--- src/rtl/move_gen_sched.sv ---
// rtl/move_gen_sched.sv - board scheduler: launch column units, drain their move FIFOs into one stream
module move_gen_sched #(
    parameter int NCOL        = 8,
    parameter int MOVEW       = 48,
    parameter int RST_CYC     = 2,
    parameter int GEN_TIMEOUT = 4096
) (
    input  logic                    clk,
    input  logic                    reset,
    input  logic                    start,
    input  logic [255:0]            bstate_in,
    output logic [255:0]            bstate_out,
    output logic                    col_reset,
    input  logic [NCOL-1:0]         col_done,
    input  logic [NCOL-1:0]         col_empty,
    input  logic [NCOL*MOVEW-1:0]   col_dout,
    output logic [NCOL-1:0]         col_rden,
    output logic [MOVEW-1:0]        move_out,
    output logic                    move_valid,
    input  logic                    move_ready,
    output logic [7:0]              move_count,
    output logic                    busy,
    output logic                    done,
    output logic                    error
);

    localparam int PW = (NCOL > 1) ? $clog2(NCOL) : 1;
    localparam int CW = $clog2(GEN_TIMEOUT + RST_CYC + 1);
    localparam int NF = MOVEW / 6;

    typedef enum logic [2:0] {S_IDLE, S_LOAD, S_GEN, S_DRAIN, S_FIN} state_t;

    state_t           state, state_nx;
    logic [PW-1:0]    p;
    logic             tail;
    logic [CW-1:0]    cnt;
    logic [MOVEW-1:0] head;
    logic             is_marker;
    logic             out_free;
    logic             advance;
    logic             load;
    logic             last_col;

    assign head     = col_dout[p*MOVEW +: MOVEW];
    assign out_free = !move_valid || move_ready;
    assign last_col = (p == PW'(NCOL-1));

    // A column's end marker is a self-to-self move: every 6-bit field identical.
    always_comb begin
        is_marker = 1'b1;
        for (int k = 1; k < NF; k++) begin
            if (head[6*k +: 6] != head[5:0]) is_marker = 1'b0;
        end
    end

    always_ff @(posedge clk or negedge reset) begin
        if (!reset) state <= S_IDLE;
        else        state <= state_nx;
    end

    always_comb begin
        state_nx  = state;
        col_rden  = '0;
        load      = 1'b0;
        advance   = 1'b0;
        col_reset = (state == S_IDLE) || (state == S_LOAD);
        busy      = (state != S_IDLE);
        done      = (state == S_FIN);
        case (state)
            S_IDLE:  if (start) state_nx = S_LOAD;
            S_LOAD:  if (cnt == CW'(RST_CYC-1)) state_nx = S_GEN;
            S_GEN: begin
                if (&col_done)                          state_nx = S_DRAIN;
                else if (cnt == CW'(GEN_TIMEOUT-1))     state_nx = S_FIN;
            end
            S_DRAIN: begin
                if (tail) begin
                    if (out_free) state_nx = S_FIN;
                end else if (col_empty[p]) begin
                    advance = 1'b1;
                end else if (is_marker) begin
                    col_rden[p] = 1'b1;
                    advance     = 1'b1;
                end else if (out_free) begin
                    col_rden[p] = 1'b1;
                    load        = 1'b1;
                end
                // Leaving the last column: finish now if the output register drains this cycle.
                if (advance && last_col && out_free) state_nx = S_FIN;
            end
            S_FIN:   state_nx = S_IDLE;
            default: state_nx = S_IDLE;
        endcase
    end

    always_ff @(posedge clk or negedge reset) begin
        if (!reset) begin
            bstate_out <= '0;
            move_out   <= '0;
            move_valid <= 1'b0;
            move_count <= '0;
            error      <= 1'b0;
            cnt        <= '0;
            p          <= '0;
            tail       <= 1'b0;
        end else begin
            case (state)
                S_IDLE: begin
                    if (start) begin
                        bstate_out <= bstate_in;
                        move_count <= '0;
                        error      <= 1'b0;
                        cnt        <= '0;
                        p          <= '0;
                        tail       <= 1'b0;
                    end
                end
                S_LOAD: begin
                    if (cnt == CW'(RST_CYC-1)) cnt <= '0;
                    else                       cnt <= cnt + 1'b1;
                end
                S_GEN: begin
                    if (!(&col_done)) begin
                        if (cnt == CW'(GEN_TIMEOUT-1)) error <= 1'b1;
                        else                            cnt   <= cnt + 1'b1;
                    end
                end
                S_DRAIN: begin
                    if (advance && !last_col)     p    <= p + 1'b1;
                    else if (advance && !out_free) tail <= 1'b1;
                end
                S_FIN: begin
                    p    <= '0;
                    tail <= 1'b0;
                end
                default: ;
            endcase
            if (load) begin
                move_out   <= head;
                move_valid <= 1'b1;
                if (move_count != 8'hFF) move_count <= move_count + 1'b1;
            end else if (move_valid && move_ready) begin
                move_valid <= 1'b0;
            end
        end
    end

endmodule

--- config.mk ---
export PLATFORM = sky130hd
export DESIGN_NAME = move_gen_sched
export DESIGN_NICKNAME = d
export VERILOG_FILES = /design/src/rtl/move_gen_sched.sv
export SDC_FILE = /design/constraint.sdc
export NUM_CORES = 1
export LEC_CHECK = 0
export CORE_AREA = 2 2 389 391
export CTS_CLUSTER_DIAMETER = 100
export CTS_CLUSTER_SIZE = 20
export DETAILED_ROUTE_END_ITERATION = 10
export DIE_AREA = 0 0 391 393
export GPL_ROUTABILITY_DRIVEN = 0
export GPL_TIMING_DRIVEN = 0
export PLACE_DENSITY = 0.44
export SLEW_MARGIN = 20
export SYNTH_ARGS = -nofsm -noshare
export SYNTH_HDL_FRONTEND = slang
export SYNTH_SLANG_ARGS = --single-unit
--- constraint.sdc ---
create_clock -name clk -period 3.35 [get_ports clk]
set_input_delay 0.67 -clock clk [delete_from_list [all_inputs] [get_ports clk]]
set_output_delay 0.67 -clock clk [all_outputs]
set_load 0.005 [all_outputs]
==> flow_metrics.tcl <==
set metrics [dict create \
    internal-power_mw 15.0 \
    finalPower_mw 24.7 \
    syn_inst 1638 \
    synth-async-reset-ratio_pct 100 \
    rsz0062_at_grt "yes" \
    worst_skew_pair.late_latency_ps 640 \
    period_minus_slack_ps 4830 \
    vdd_drop_max_mv 0.378 \
    die_w_um 391 \
    syn_area_sq_um 16400 \
    fin_cells 4699 \
    cap_violations 0 \
    nFillCells 16400 \
    max_freq_ghz 0.207 \
    violations "negative setup slack" \
    synth.area.top_cells "dfrtp_1, nand2_1, mux4_2, mux2_2, mux2i_1" \
    mostFrequentLayoutCells "clkdlybuf4s50_1, nand2_1, dfrtp_1" \
    synthMuxAreaShare_pct 19.1 \
    clkSlewWorstSetupHoldPaths_ps 80 \
    rows 142 \
    ant_nets 0 \
    critPathMaxFanout 7 \
    max_stage_delay_ps 530 \
    finClkSkew_ps 22.5 \
    drtIter0Drc 805 \
    die_height_um 393 \
    top_usage_layer "met2" \
    synth_compound_area_share_pct 2.50 \
    tightest_slew_ps 877 \
    synth-xor-area-share_pct 0.963 \
    htreeDepth 1 \
    synth_edf_count 0 \
    cts_tree "built" \
    die_area_sq_um 154000 \
    crit_required_ps 2680 \
    worst_slack_ps -1480 \
    track_usage_pct 14.2 \
    grt_pass1_vias 17300 \
    power_leakage_nw 13.1 \
    post_drt_via_cell_ratio 3.58 \
    synthSimpleGateAreaFrac_pct 23.1 \
    p_comb_share_pct 56.6 \
    setup_violations 72 \
    drive_gt1_share_pct 14.3 \
    area_delta_synth_final_pct 92.5 \
    path_cells "buf_12 > buf_16 > buf_4 > mux4_2 > mux2_4 > or3_1 > a22o_1 > nor4_2 > and4_4 > o21a_4 > nand2_8 > nor3_4 > buf_2" \
    yosysTopAreaCell "dfrtp_1" \
    drt_wl_total_um 115000 \
    synth.distinct_cells 67 \
    dp.cells 4572 \
    io_buffer_count 984 \
    start_util_pct 11.0 \
    core_sq_um 149000 \
    cts.sinks 334 \
    critPathKind "reg -> out" \
    min_path_type "reg -> reg" \
    drc 0 \
    grt-ovfl-total 0 \
    place_ws_ps -3000 \
    cts_buffers 28 \
    clockBufferDepth 3 \
    power.density_nw_per_um2 783 \
    critPathCaptureType "primary output" \
    gr-usage-met1_pct 16.2 \
    use_met2_pct 24.5 \
    crit_arrival_ps 4160 \
    wl_per_cell_um 24.4 \
    ys_ff_latch 334 \
    switching_share_pct 39.3 \
    power_frac_seq_pct 28.4 \
    relSlewSlack_pct 41.6 \
    grt_pass1_wl_um 149000 \
    crit_slowest_cell "mux4_2" \
    drtPass1Iterations 5 \
    antenna_found_initial 65 \
    status "finished with violations" \
    final_net_count 3387 \
    vias 16800 \
    start_kind "register" \
    finalHoldViolCount 0 \
    period_share_pct 144 \
    yosysSeqAreaShare_pct 51.1 \
    ys.flop_type "dfrtp_1" \
    boundaryPins 985 \
    met3_usage_pct 5.92 \
    layout_commonest_cell "clkdlybuf4s50_1" \
    post-dp-hpwl_um 95600 \
    yosysWarnings 0 \
    synth_fa_ha_area_share_pct 0.382 \
    synth_area_per_cell_sq_um 9.99 \
    root_buffer "clkbuf_16" \
    synth_top_family_by_area "simple AND/OR/NAND/NOR gates" \
    power_frac_clock_pct 15.0 \
    slew_violations 0 \
    synth_nets 2303 \
    grt_max_degree 81 \
    setup_tns_ps -52960 \
    p_sw_mw 9.71 \
    yosysTopAreaCellShare_pct 51.1 \
]
[stage by stage]
step                cell area, sq um  util [%]  hold WS (ps)
detailed placement             28900      19.4           461
global route                   31500      21.1           495
CTS                            31000      20.8           481
floorplan                      16400         -           374
finish                         31500      21.1           474
global placement               28700      19.2           457
[final timing paths]
check | start | slack, ps | endpoint | cells after the start
worst max-delay path | p[0]$_DFFE_PN0P_ | -1480 | col_rden[1] | 13
worst min-delay path | bstate_out[154]$_DFFE_PN0P_ | 470 | bstate_out[154]$_DFFE_PN0P_ | 2
worst max register to register | p[0]$_DFFE_PN0P_ | -860 | move_count[3]$_DFF_PN0_ | 18
worst min register to register | bstate_out[154]$_DFFE_PN0P_ | 470 | bstate_out[154]$_DFFE_PN0P_ | 2
max in group asynchronous | reset | 1510 | move_out[36]$_DFFE_PN0N_ | 4
min in group asynchronous | reset | 540 | bstate_out[182]$_DFFE_PN0P_ | 2
[power groups by stage]
stage               Clock (mW)  Combinational (mW)  Sequential, mW
finish                    3.70                14.0            7.00
global route              4.02                15.1            7.22
CTS                       3.90                13.8            6.99
detailed placement           0                12.5            7.04
global placement             0                12.4            7.03
floorplan                    0                4.71            6.97
[flip-flops by register name, indices dropped and copies added, names as in the netlist, 3 cells and up]
register	count
bstate_out	256
move_count	8
p	3
cnt	13
state	3
move_out	48
[worst max-delay path, delay by kind of cell (launching register included)]
kind | cells | cell delay (ps)
simple gates | 5 | 1190
mux | 2 | 830
buf+inv | 4 | 600
compound gates | 2 | 460
flops | 1 | 420
[what timing repair did]
item / 4_1_cts / 5_1_grt
gates resized for setup: 191 / 80
gates cloned: 6 / 2
endpoints found under the hold margin: 44 / 0
endpoints found under the setup margin: 223 / 97
hold buffers: 1 / 0
pin swaps: 15 / 14
buffers inserted: 35 / 25
[synth_stat cells (all sizes together) (2+ instances only)]
| cell type | n |
|---|---|
| a2111oi | 2 |
| a211oi | 3 |
| a21o | 2 |
| a21oi | 16 |
| a22o | 6 |
| a22oi | 3 |
| a31oi | 4 |
| and2 | 3 |
| and3 | 4 |
| and4 | 4 |
| buf | 33 |
| clkbuf | 66 |
| dfrtp | 334 |
| ha | 5 |
| mux2 | 66 |
| mux2i | 25 |
| mux4 | 94 |
| nand2 | 802 |
| nand2b | 10 |
| nand3 | 9 |
| nand4 | 9 |
| nor2 | 50 |
| nor2b | 7 |
| nor3 | 8 |
| nor3b | 2 |
| nor4 | 11 |
| nor4b | 2 |
| o21a | 2 |
| o21ai | 7 |
| o22ai | 2 |
| or2 | 6 |
| or3 | 3 |
| or4 | 2 |
| xnor2 | 5 |
| xor2 | 13 |
[cell type report]
class	instances	area, sq um	area share, %
Timing Repair Buffer	1057	10800	34.4
Sequential cell	334	8360	26.5
Multi-Input combinational cell	1204	8080	25.6
Tap cell	1944	2430	7.72
Buffer	96	795	2.52
Clock buffer	31	733	2.33
Clock inverter	16	221	0.703
Antenna cell	16	40.0	0.127
Inverter	1	3.75	0.0119
[metal layers]
layer / up-vias / wire length, um
li1: 7655 / -
met1: 8175 / 43900
met2: 834 / 55700
met3: 137 / 12000
met4: 26 / 2960
met5: - / 174
[logic make-up after synthesis]
group / count (synthesis)
compound gates: 59
mux: 185
fa+ha+maj: 5
simple gates: 937
buf+inv: 100
xor+xnor: 18
flops: 334
No activity file was read; power rests on OpenSTA's default activity.
